`src/rtl/sap_program_loader_if.sv`:
```
// Stream, W-bus and datapath-control bundle between sap_program_loader and its surroundings.
// The master side is the byte source plus the datapath; the slave side is the loader.
interface sap_program_loader_if;
  logic       start;
  logic       abort;
  logic [7:0] in_data;
  logic       in_valid;
  logic       in_ready;
  logic [7:0] bus_in;
  logic [7:0] bus_data;
  logic       bus_drive;
  logic       maddr_latch;
  logic       ram_latch;
  logic       ram_out;
  logic       step;
  logic       cpu_hold;
  logic       busy;
  logic       done;
  logic       error;

  modport master (
    output start, abort, in_data, in_valid, bus_in,
    input  in_ready, bus_data, bus_drive, maddr_latch, ram_latch, ram_out,
           step, cpu_hold, busy, done, error
  );

  modport slave (
    input  start, abort, in_data, in_valid, bus_in,
    output in_ready, bus_data, bus_drive, maddr_latch, ram_latch, ram_out,
           step, cpu_hold, busy, done, error
  );
endinterface

```
`src/rtl/sap_program_loader.sv`:
```
// Loads a program image into SAP RAM over the W-bus, two step pulses per byte (MAR, then RAM).
// Optional readback check of every word is enabled with `define SAP_LOADER_VERIFY_EN.
module sap_program_loader #(
  parameter int ADDR_W = 4,
  parameter int DEPTH  = 16,
  parameter int SETTLE = 2,
  parameter int GAP    = 4
) (
  input logic                 clk,
  input logic                 reset,
  sap_program_loader_if.slave lif
);

  localparam int PH_LEN = SETTLE + 1 + GAP;
  localparam int TW     = $clog2(PH_LEN);
  localparam logic [TW-1:0]     STEP_AT  = TW'(SETTLE);
  localparam logic [TW-1:0]     PH_LAST  = TW'(PH_LEN - 1);
  localparam logic [ADDR_W-1:0] ADDR_END = ADDR_W'(DEPTH - 1);

  typedef enum logic [2:0] {
    IDLE, WAIT_BYTE, ADDR_PH, DATA_PH, VERIFY_PH, NEXT, DONE
  } state_t;

  state_t            state_q, state_d;
  logic [TW-1:0]     timer_q, timer_d;
  logic [ADDR_W-1:0] addr_q, addr_d;
  logic [7:0]        byte_q, byte_d;
  logic              error_q, error_d;
  logic              phase_last;

  assign phase_last = (timer_q == PH_LAST);

  always_ff @(posedge clk or posedge reset) begin
    if (reset) begin
      state_q <= IDLE;
      timer_q <= '0;
      addr_q  <= '0;
      byte_q  <= '0;
      error_q <= 1'b0;
    end else begin
      state_q <= state_d;
      timer_q <= timer_d;
      addr_q  <= addr_d;
      byte_q  <= byte_d;
      error_q <= error_d;
    end
  end

  always_comb begin
    state_d = state_q;
    timer_d = timer_q;
    addr_d  = addr_q;
    byte_d  = byte_q;
    error_d = error_q;
    unique case (state_q)
      IDLE: begin
        if (lif.start && !lif.abort) begin
          state_d = WAIT_BYTE;
          timer_d = '0;
          addr_d  = '0;
          error_d = 1'b0;
        end
      end
      WAIT_BYTE: begin
        if (lif.in_valid) begin
          byte_d  = lif.in_data;
          state_d = ADDR_PH;
          timer_d = '0;
        end
      end
      ADDR_PH: begin
        timer_d = phase_last ? '0 : timer_q + TW'(1);
        if (phase_last) state_d = DATA_PH;
      end
      DATA_PH: begin
        timer_d = phase_last ? '0 : timer_q + TW'(1);
`ifdef SAP_LOADER_VERIFY_EN
        if (phase_last) state_d = VERIFY_PH;
`else
        if (phase_last) state_d = NEXT;
`endif
      end
`ifdef SAP_LOADER_VERIFY_EN
      VERIFY_PH: begin
        timer_d = phase_last ? '0 : timer_q + TW'(1);
        if (phase_last) begin
          state_d = NEXT;
          if (lif.bus_in != byte_q) error_d = 1'b1;
        end
      end
`endif
      NEXT: begin
        if (addr_q == ADDR_END) begin
          state_d = DONE;
        end else begin
          addr_d  = addr_q + ADDR_W'(1);
          state_d = WAIT_BYTE;
        end
      end
      DONE:    state_d = IDLE;
      default: state_d = IDLE;
    endcase
    // Abort cancels any run in flight, including a readback compare on the same cycle.
    if (lif.abort && state_q != IDLE) begin
      state_d = IDLE;
      timer_d = '0;
      addr_d  = addr_q;
      byte_d  = byte_q;
      error_d = error_q;
    end
  end

  always_comb begin
    lif.in_ready    = (state_q == WAIT_BYTE);
    lif.bus_drive   = (state_q == ADDR_PH) || (state_q == DATA_PH);
    lif.maddr_latch = (state_q == ADDR_PH);
    lif.ram_latch   = (state_q == DATA_PH);
    lif.step        = lif.bus_drive && (timer_q == STEP_AT);
    lif.busy        = (state_q != IDLE);
    lif.cpu_hold    = (state_q != IDLE);
    lif.done        = (state_q == DONE);
    lif.bus_data    = 8'h00;
    if (state_q == ADDR_PH) lif.bus_data = 8'(addr_q);
    if (state_q == DATA_PH) lif.bus_data = byte_q;
`ifdef SAP_LOADER_VERIFY_EN
    lif.ram_out     = (state_q == VERIFY_PH);
`else
    lif.ram_out     = 1'b0;
`endif
    lif.error       = error_q;
  end

`ifndef SAP_LOADER_VERIFY_EN
  logic unused_bus_in;
  assign unused_bus_in = ^lif.bus_in;
`endif

endmodule
```
`src/flat_wrapper.sv`:
```
// flat-port wrapper written by rule: the top's interface ports become plain ports
module sap_program_loader_flat 
#(
  parameter int ADDR_W = 4,
  parameter int DEPTH  = 16,
  parameter int SETTLE = 2,
  parameter int GAP    = 4
)
  (clk, reset, lif_start, lif_abort, lif_in_data, lif_in_valid, lif_bus_in, lif_in_ready, lif_bus_data, lif_bus_drive, lif_maddr_latch, lif_ram_latch, lif_ram_out, lif_step, lif_cpu_hold, lif_busy, lif_done, lif_error);
  sap_program_loader_if lif_i ();
  input logic clk;
  input logic reset;
  input wire logic [$bits(lif_i.start)-1:0] lif_start;
  input wire logic [$bits(lif_i.abort)-1:0] lif_abort;
  input wire logic [$bits(lif_i.in_data)-1:0] lif_in_data;
  input wire logic [$bits(lif_i.in_valid)-1:0] lif_in_valid;
  input wire logic [$bits(lif_i.bus_in)-1:0] lif_bus_in;
  output wire logic [$bits(lif_i.in_ready)-1:0] lif_in_ready;
  output wire logic [$bits(lif_i.bus_data)-1:0] lif_bus_data;
  output wire logic [$bits(lif_i.bus_drive)-1:0] lif_bus_drive;
  output wire logic [$bits(lif_i.maddr_latch)-1:0] lif_maddr_latch;
  output wire logic [$bits(lif_i.ram_latch)-1:0] lif_ram_latch;
  output wire logic [$bits(lif_i.ram_out)-1:0] lif_ram_out;
  output wire logic [$bits(lif_i.step)-1:0] lif_step;
  output wire logic [$bits(lif_i.cpu_hold)-1:0] lif_cpu_hold;
  output wire logic [$bits(lif_i.busy)-1:0] lif_busy;
  output wire logic [$bits(lif_i.done)-1:0] lif_done;
  output wire logic [$bits(lif_i.error)-1:0] lif_error;
  assign lif_i.start = lif_start;
  assign lif_i.abort = lif_abort;
  assign lif_i.in_data = lif_in_data;
  assign lif_i.in_valid = lif_in_valid;
  assign lif_i.bus_in = lif_bus_in;
  assign lif_in_ready = lif_i.in_ready;
  assign lif_bus_data = lif_i.bus_data;
  assign lif_bus_drive = lif_i.bus_drive;
  assign lif_maddr_latch = lif_i.maddr_latch;
  assign lif_ram_latch = lif_i.ram_latch;
  assign lif_ram_out = lif_i.ram_out;
  assign lif_step = lif_i.step;
  assign lif_cpu_hold = lif_i.cpu_hold;
  assign lif_busy = lif_i.busy;
  assign lif_done = lif_i.done;
  assign lif_error = lif_i.error;
  sap_program_loader #(.ADDR_W(ADDR_W), .DEPTH(DEPTH), .SETTLE(SETTLE), .GAP(GAP)) u_core (.clk(clk), .reset(reset), .lif(lif_i));
endmodule
```
`config.mk`:
```
export PLATFORM = sky130hd
export DESIGN_NAME = sap_program_loader_flat
export DESIGN_NICKNAME = d
export VERILOG_FILES = /design/src/rtl/sap_program_loader_if.sv /design/src/rtl/sap_program_loader.sv /design/src/flat_wrapper.sv
export SDC_FILE = /design/constraint.sdc
export NUM_CORES = 1
export LEC_CHECK = 0
export BUFFER_PORTS_ARGS = -buffer_cell sky130_fd_sc_hd__buf_4
export CELL_PAD_IN_SITES_DETAIL_PLACEMENT = 0
export CELL_PAD_IN_SITES_GLOBAL_PLACEMENT = 2
export CORE_UTILIZATION = 28
export CTS_CLUSTER_DIAMETER = 120
export DETAILED_ROUTE_END_ITERATION = 10
export PLACE_DENSITY_LB_ADDON = 0.1
export RECOVER_POWER = 100
export SLEW_MARGIN = 10
export SYNTH_ARGS = -nofsm -noshare
export SYNTH_HDL_FRONTEND = slang
export SYNTH_SLANG_ARGS = --single-unit
```
`constraint.sdc`:
```
create_clock -name clk -period 1.9 [get_ports clk]
set_input_delay 0.19 -clock clk [delete_from_list [all_inputs] [get_ports clk]]
set_output_delay 0.19 -clock clk [all_outputs]
set_load 0.02 [all_outputs]
```
==> reports/metrics.csv, run 1 <==
stage;metric;value;unit
sta;Tcrit/Tclk final;92.8;%
floorplanning;Vert. Die Dim;64.7;µm
sta;setup slack after layout;137;ps
sta;setup TNS;0;ps
floorplanning;die area;4190;µm²
routing;WL per Instance;12.7;µm
synth;synth unique cells;39;
floorplanning;Site Rows;22;
critical_path;R2R Path Start;u_core.state_q[2];
routing;Final ANT Viol Nets;0;
global_route;initial antenna violation count;0;
synth;Post-synth EDFFs;0;
critical_path;end of the worst register-to-register path;u_core.addr_q[0];
pwr;static leakage;0.629;nW
outcome;status;complete, no violations;
critical_path;reg2reg setup slack;160;ps
critical_path;CP cell instances;buf_4, nor3_1, buf_4, a22o_1, buf_2;
clocking;worst skew pair latency;250;ps
global_route;GR Overflow Total;0;
sta;fin crit period;1760;ps
critical_path;Critical Path AT;1570;ps
sta;final slew viol count;0;
critical_path;Setup CP Type;reg2out;
place;GPL Wtd Cong;0.753;
clocking;clock slew at reported path FFs;70;ps
synth;yosys warns;0;
place;Final HPWL DP;1.84;mm
clocking;CTS tree;done;
layout;fin area;1380;µm²
routing;post-route DRC violation count;0;
pwr;power per cell area;1320;nW/µm²
global_route;vias in the first global route;854;
clocking;Clock Path Buffers;2;
critical_path;Slowest-stage cell, CP;dfrtp_1;
floorplanning;Die X-Extent;64.7;µm
floorplanning;Top Ports;39;
layout;area grow syn2layout;24.7;%
synth;sequential area share after synthesis;40.9;%
layout;# nets final;168;
critical_path;reg2reg path depth;4;
synth;cells after synthesis;114;
routing;DRT iter0 DRCs;53;
critical_path;worst-path maximum fanout;8;
layout;most frequent cells in the layout;buf_4, dfrtp_1, o21ai_0;
synth;Top FF cell, synth;dfrtp_1;
layout;layout cells sized above 1;31.0;%
layout;commonest non-fill, non-tap cell in the layout;buf_4;
sta;RSZ-0062 raised after global routing;no;
routing;TritonRoute pass-1 iters;4;
clocking;clock tree root buffer cell;clkbuf_8;
sta;Fin Hold WS;49.2;ps
clocking;CTS Hold Buffers Added;0;
synth;Syn Area/Cell;9.67;µm²
routing;routed vias/inst;4.77;
sta;Slew headroom;52.6;%
place;placed cells;189;
global_route;GRT Resource Usage Total;12.9;%
place;pre-CTS setup slack;350;ps
pwr;maximum VDD drop;526;µV
routing;DRT Wirelength;2.45;mm
sta;fmax;567;MHz
global_route;pin count of the biggest net entering global routing;19;
clocking;TritonCTS buffer count;3;
layout;n_diodes;0;
clocking;CTS HTree Levels;1;
sta;Worst Tran Pin Value;710;ps
place;post-place instance area;1370;µm²
synth;Async S/R FF share, synth;100;%
layout;Layout Cells excl Fill;193;
sta;Final Setup Violations;0;
clocking;clock sink count;18;
critical_path;CP required;1710;ps
job;max_cap viols;0;
layout;Fillers;412;
sta;Hold Vio Cnt, Final;0;
global_route;first-pass GRT wire length;4.09;mm
place;IO buf count;28;
routing;vias;920;
critical_path;most frequent CP cell;buf_4;
floorplanning;area of the core;3720;µm²
synth;#FFs+latches synth;18;
floorplanning;Starting Density;29.7;%
synth;mapped cell area;1100;µm²
clocking;post-CTS setup buffers;0;
critical_path;CP peak stage delay;470;ps
hold_path;Tightest Hold Check Type;in2async;
critical_path;startpoint types;register;
sta;Clock Skew;2.71;ps
critical_path;crit end category;output port;
critical_path;crit path from;u_core.state_q[2];
[layout make-up]
class,count,area [µm²],area share (%)
Inverter,7,26.3,1.91
Tap cell,48,60.1,4.37
Multi-Input combinational cell,82,559,40.7
Clock buffer,4,55.1,4.00
Sequential cell,18,450,32.8
Timing Repair Buffer,34,224,16.3
[sequential cells by signal (all words and copies together), names as in the netlist]
register,flops
u_core.timer_q,3
u_core.state_q,3
u_core.addr_q,4
u_core.byte_q,8
[critical path, delay by kind of cell, from the launching register on]
kind | cells | cell delay (ps)
AND/OR/NAND/NOR | 1 | 170
buffers and inverters | 3 | 530
AO/OA/AOI/OAI | 1 | 150
flip-flops | 1 | 470
[power breakdown]
part           leakage, nW  internal (W)  switching (W)
clock               0.0288      0.000184       0.000132
combinational        0.371      0.000399       0.000487
sequential           0.229      0.000515      0.0000997
total                0.629       0.00110       0.000718
[worst max-delay path by stage]
stage                        end  slack (ps)  cells after the start
2_1_floorplan    lif_bus_data[0]          50                      4
3_3_place_gp   u_core.state_q[0]         330                      4
3_5_place_dp   u_core.state_q[0]         350                      4
4_1_cts          lif_bus_data[2]          90                      4
5_1_grt          lif_bus_data[2]          10                      5
6_report         lif_bus_data[2]         140                      5
[layer usage]
layer  wire length (µm)  part of all wire [%]  vias up  GRT usage (%)
li1                   -                     -      462              -
met4                 13                  0.53        0           3.61
met1               1140                    46      435           17.7
met5                  0                     0        -              0
met3                117                   4.8        2           4.23
met2               1180                    48       21           19.3
[synthesized netlist by cell type (2+ instances only)]
master	instances	area share, %
nor3_1	2	0.91
nand2b_1	3	1.7
mux2_2	8	8.2
inv_1	6	2.0
nor2b_1	4	2.3
buf_2	2	0.91
and3_1	4	2.3
dfrtp_1	18	41
nor2_1	6	2.0
nand2_1	6	2.0
nand3_1	3	1.4
and2_1	4	2.3
o21ai_0	9	4.1
buf_4	5	3.4
a21oi_1	7	3.2
a22o_1	4	3.2
[stage by stage]
step / total power, W / util, %
CTS: 0.00192 / 38.4
floorplan: 0.00129 / -
detailed placement: 0.00159 / 36.9
global route: 0.00197 / 37.0
finish: 0.00182 / 37.0
global placement: 0.00159 / 36.9
[kinds of logic after synthesis]
| kind of cell | share of synthesized area (%) |
|---|---|
| flops | 40.9 |
| mux | 10.1 |
| compound gates | 21.0 |
| fa+ha+maj | 1.13 |
| buf+inv | 7.04 |
| simple gates | 19.5 |
| other cells | 0.340 |
[what timing repair did]
| action | CTS | global route |
|---|---|---|
| endpoints found under the setup margin | 0 | 5 |
| resized for setup | 0 | 1 |
| endpoints found under the hold margin | 0 | 0 |
Note: power is estimated with default switching activity, not from simulation.
==> run 2, diff against run 1 <==
PLACE_DENSITY = 0.75   (was default)
PLACE_DENSITY_LB_ADDON = default   (was 0.1)
==> run 2 against run 1 <==
Effect of this change: cell count is the same; global-route usage grew 0.40 points; critical path type unchanged; critical path depth is 1 lower; wire length grew 2.0%; non-clock buffer count stayed put; flip-flop and latch count stayed put; largest power group unchanged.
==> reports/metrics.csv, run 2 (synthesis results as in run 1) <==
stage;metric;value;unit
layout;largest registers;u_core.byte_q: 8 flops, u_core.addr_q: 4 flops;
critical_path;Slowest-stage cell, CP;dfrtp_2;
sta;Slew headroom;53.2;%
layout;layout cells sized above 1;30.3;%
sta;Final Setup Violations;0;
clocking;CTS Hold Buffers Added;0;
pwr;power per cell area;1320;nW/µm²
global_route;pin count of the biggest net entering global routing;19;
global_route;first-pass GRT wire length;4.28;mm
sta;Hold Vio Cnt, Final;0;
place;IO buf count;28;
routing;TritonRoute pass-1 iters;4;
critical_path;Setup CP Type;reg2out;
critical_path;reg2reg setup slack;240;ps
critical_path;crit end category;output port;
floorplanning;Vert. Die Dim;64.7;µm
clocking;clock tree root buffer cell;clkbuf_8;
critical_path;R2R Path Start;u_core.state_q[0];
sta;Worst Tran Pin Value;701;ps
global_route;GRT Resource Usage Total;13.3;%
clocking;TritonCTS buffer count;3;
floorplanning;Starting Density;29.7;%
floorplanning;Top Ports;39;
place;Final HPWL DP;1.87;mm
pwr;static leakage;0.620;nW
routing;Final ANT Viol Nets;0;
pwr;maximum VDD drop;561;µV
critical_path;worst-path maximum fanout;9;
routing;post-route DRC violation count;0;
critical_path;CP cell instances;clkinv_1, and3_1, a22o_1, clkbuf_2;
clocking;post-CTS setup buffers;0;
global_route;GR Overflow Total;0;
floorplanning;area of the core;3720;µm²
global_route;vias in the first global route;954;
critical_path;startpoint types;register;
sta;fmax;566;MHz
routing;vias;918;
floorplanning;Site Rows;22;
routing;Routed met1 length;1.18;mm
routing;met2 WL;1.14;mm
layout;# nets final;168;
layout;most frequent cells in the layout;buf_4, dfrtp_1, o21ai_0;
clocking;post-CTS sizing;0;
clocking;worst skew pair latency;250;ps
sta;RSZ-0062 raised after global routing;no;
clocking;clock sink count;18;
routing;top layer in use;met4;
layout;final core utilization;37.1;%
hold_path;Tightest Hold Check Type;in2async;
critical_path;Top Family by Delay on Critical Path;flip-flops;
sta;final slew viol count;0;
layout;max FFs per register;8;
place;GPL Wtd Cong;0.746;
layout;n_diodes;0;
sta;fin crit period;1770;ps
layout;Top reg by flops;u_core.byte_q;
clocking;CTS tree;done;
routing;met3 WL post-DR;158;µm
critical_path;CP peak stage delay;450;ps
critical_path;Critical path buffers and inverters;2;
layout;Fillers;416;
sta;Tcrit/Tclk final;93.0;%
outcome;status;complete, no violations;
sta;Clock Skew;1.23;ps
routing;WL per Instance;13.0;µm
critical_path;end of the worst register-to-register path;u_core.addr_q[1];
floorplanning;Die X-Extent;64.7;µm
layout;area grow syn2layout;25.2;%
layout;commonest non-fill, non-tap cell in the layout;buf_4;
routing;DRT iter0 DRCs;55;
critical_path;crit path from;u_core.state_q[2];
routing;DRT Wirelength;2.50;mm
sta;setup TNS;0;ps
clocking;CTS HTree Levels;1;
job;max_cap viols;0;
critical_path;Critical Path AT;1580;ps
floorplanning;die area;4190;µm²
clocking;Clock Path Buffers;2;
critical_path;CP required;1710;ps
critical_path;reg2reg path depth;5;
clocking;clock slew at reported path FFs;70;ps
routing;routed vias/inst;4.76;
global_route;initial antenna violation count;0;
==> run 2: cell types whose count changed in the layout (fill, tap and decap cells not counted), moves of 2 or more <==
cell      previous run  this run
buf_4               23        21
dfrtp_2              0         2
clkbuf_1             5         7
dfrtp_1             18        16
and2_0               2         4
and2_1               2         0
==> run 2: where the power goes <==
group | leakage [nW] | switching (W) | total, W | internal, W
sequential | 0.226 | 0.000111 | 0.000628 | 0.000518
combinational | 0.365 | 0.000493 | 0.000885 | 0.000392
clock | 0.0288 | 0.000129 | 0.000313 | 0.000184
total | 0.620 | 0.000732 | 0.00183 | 0.00109
==> run 2: layout make-up <==
cell class	count	area, µm²	area share [%]
clock buffer	4	55.1	3.99
inverter	7	26.3	1.90
multi-input combinational	82	569	41.3
sequential	18	453	32.8
tap	48	60.1	4.35
timing repair buffer	34	216	15.7
==> run 2: how the worst max path moves through the flow <==
| stage | cells after the start | slack, ps | to |
|---|---|---|---|
| after CTS | 4 | 20 | lif_bus_data[2] |
| after floorplan | 4 | 50 | lif_bus_data[0] |
| final | 4 | 130 | lif_bus_data[1] |
| after detailed placement | 4 | 290 | u_core.state_q[0] |
| after global routing | 6 | 20 | lif_step |
| after global placement | 4 | 310 | u_core.state_q[0] |
==> run 2: through the flow <==
step	instance area, µm²	std cells	hold WS [ps]	setup WS (ps)	total power (W)
2_1_floorplan	1110	115	129	50.3	0.00129
3_3_place_gp	1370	189	351	314	0.00158
3_5_place_dp	1370	189	359	290	0.00160
4_1_cts	1430	193	83.7	21.7	0.00192
5_1_grt	1380	193	125	15.4	0.00198
6_report	1380	193	48.6	132	0.00183
==> run 2: routing by layer <==
metal	up-vias	global-route usage (%)
li1	461	-
met1	422	17.3
met2	33	21.2
met3	2	2.64
met4	0	6.11
met5	-	0
==> run 3, diff against run 2 <==
CORE_MARGIN = 2   (was default)
GPL_TIMING_DRIVEN = 0   (was default)
==> run 3 against run 2 <==
Effect of this change: combinational power up 9.2%; final area is 1.3% higher; power rose by 2.1%; sequential power fell by 6.7%; worst setup slack lost 41 ps; register-to-register slack lost 100 ps; die area rose by 6.3%; critical path depth grew 1; largest cell class unchanged; largest power group unchanged.
==> reports/metrics.csv, run 3 (synthesis results as in run 1) <==
stage;metric;value;unit
global_route;pin count of the biggest net entering global routing;19;
routing;post-route DRC violation count;0;
critical_path;critical path depth;5;
job;max_cap viols;0;
clocking;clock sink count;18;
layout;layout cells sized above 1;33.6;%
sta;fin crit period;1810;ps
routing;DRT iter0 DRCs;37;
pwr;Power Total;0.00187;W
place;GPL Wtd Cong;0.770;
pwr;static leakage;0.640;nW
global_route;GRT Resource Usage Total;12.8;%
layout;max FFs per register;8;
sta;RSZ-0062 raised after global routing;no;
layout;Layout Cells excl Fill;194;
critical_path;startpoint types;register;
critical_path;Setup CP Type;reg2out;
clocking;CTS HTree Levels;1;
critical_path;reg2reg path depth;5;
critical_path;CP peak stage delay;390;ps
critical_path;Critical Path AT;1620;ps
global_route;first-pass GRT wire length;4.35;mm
clocking;worst skew pair latency;250;ps
layout;largest registers;u_core.byte_q: 8 flops, u_core.addr_q: 4 flops;
sta;Fin Hold WS;60.6;ps
routing;WL per Instance;13.1;µm
floorplanning;Die X-Extent;66.7;µm
sta;Hold Vio Cnt, Final;0;
critical_path;crit end category;output port;
pwr;maximum VDD drop;431;µV
place;Final HPWL DP;1.90;mm
critical_path;CP cell instances;buf_4, buf_4, or3_1, buf_4, buf_4;
sta;Clock Skew;1.80;ps
clocking;clock slew at reported path FFs;70;ps
clocking;TritonCTS buffer count;3;
sta;setup TNS;0;ps
critical_path;Slowest-stage cell, CP;or3_1;
layout;Top reg by flops;u_core.byte_q;
sta;final slew viol count;0;
critical_path;CP required;1710;ps
routing;Final ANT Viol Nets;0;
place;IO buf count;28;
layout;most frequent cells in the layout;buf_4, dfrtp_1, o21ai_0;
layout;# nets final;169;
floorplanning;die area;4450;µm²
critical_path;most frequent CP cell;buf_4;
floorplanning;Site Rows;22;
layout;n_diodes;0;
sta;Worst Tran Pin Value;719;ps
place;placed cells;191;
sta;fmax;553;MHz
routing;vias;945;
clocking;CTS tree;done;
global_route;initial antenna violation count;0;
sta;Tcrit/Tclk final;95.2;%
layout;commonest non-fill, non-tap cell in the layout;buf_4;
outcome;status;complete, no violations;
routing;DRT Wirelength;2.55;mm
routing;routed vias/inst;4.87;
critical_path;worst-path maximum fanout;10;
floorplanning;Top Ports;39;
critical_path;Critical path buffers and inverters;4;
hold_path;Tightest Hold Check Type;in2async;
sta;Slew headroom;52.0;%
routing;TritonRoute pass-1 iters;4;
global_route;vias in the first global route;959;
floorplanning;Vert. Die Dim;66.7;µm
floorplanning;area of the core;3720;µm²
clocking;Clock Path Buffers;2;
global_route;GR Overflow Total;0;
pwr;power per cell area;1330;nW/µm²
sta;Final Setup Violations;0;
clocking;clock tree root buffer cell;clkbuf_8;
floorplanning;Starting Density;29.7;%
layout;area grow syn2layout;26.8;%
critical_path;Top Family by Delay on Critical Path;buffers and inverters;
run 3: changes by cell type in the layout (fill, tap and decap cells not counted), sizes merged:
cell	delta
buf	+4
clkbuf	-3
run 3: power by group:
group	switching, W	leakage (nW)	internal (W)	total [W]
Sequential	0.0000710	0.229	0.000515	0.000586
Combinational	0.000536	0.382	0.000430	0.000966
Clock	0.000129	0.0288	0.000184	0.000313
Total	0.000736	0.640	0.00113	0.00187
run 3: worst paths after layout:
path	startpoint	to	slack, ps
min	reset	u_core.byte_q[2]	60
min reg2reg	u_core.byte_q[7]	u_core.byte_q[7]	500
max	u_core.state_q[0]	lif_cpu_hold	90
max in group asynchronous	reset	u_core.state_q[1]	1390
max reg2reg	u_core.state_q[2]	u_core.state_q[0]	140
min in group clk	lif_in_data[1]	u_core.byte_q[1]	160
run 3: layout make-up:
cell class	instances	area [µm²]
Fill cell	391	2320
Tap cell	48	60.1
Inverter	7	27.5
Multi-Input combinational cell	82	577
Timing Repair Buffer	28	178
Clock buffer	4	55.1
Buffer	7	50.0
Sequential cell	18	450
run 3: worst register-to-register path: cells and delay by family (launching register included):
kind	cells	cell delay (ps)
AO/OA/AOI/OAI	2	410
buffers and inverters	1	190
flip-flops	1	380
multiplexers	1	350
AND/OR/NAND/NOR	1	320
run 3: what timing repair did:
action	4_1_cts	5_1_grt
gates resized for setup	2	5
buffers inserted	0	0
hold endpoints to repair	0	0
endpoints found under the setup margin	10	9
hold buffers	0	0
run 3: metrics by stage:
stage | setup WS [ps] | instance area, µm² | utilization [%]
CTS | 15.2 | 1430 | 38.6
finish | 91.4 | 1400 | 37.6
detailed placement | 51.7 | 1380 | 37.0
global placement | 63.7 | 1380 | 37.0
global route | 10.6 | 1400 | 37.6
floorplan | 50.3 | 1110 | -
run 3: layer usage:
metal / vias up / share of wire (%) / track usage [%]
met5: - / 0 / 0
met1: 447 / 47 / 16.5
met3: 2 / 6.9 / 3.21
met2: 31 / 46 / 20.9
li1: 465 / - / -
met4: 0 / 0.51 / 3.83
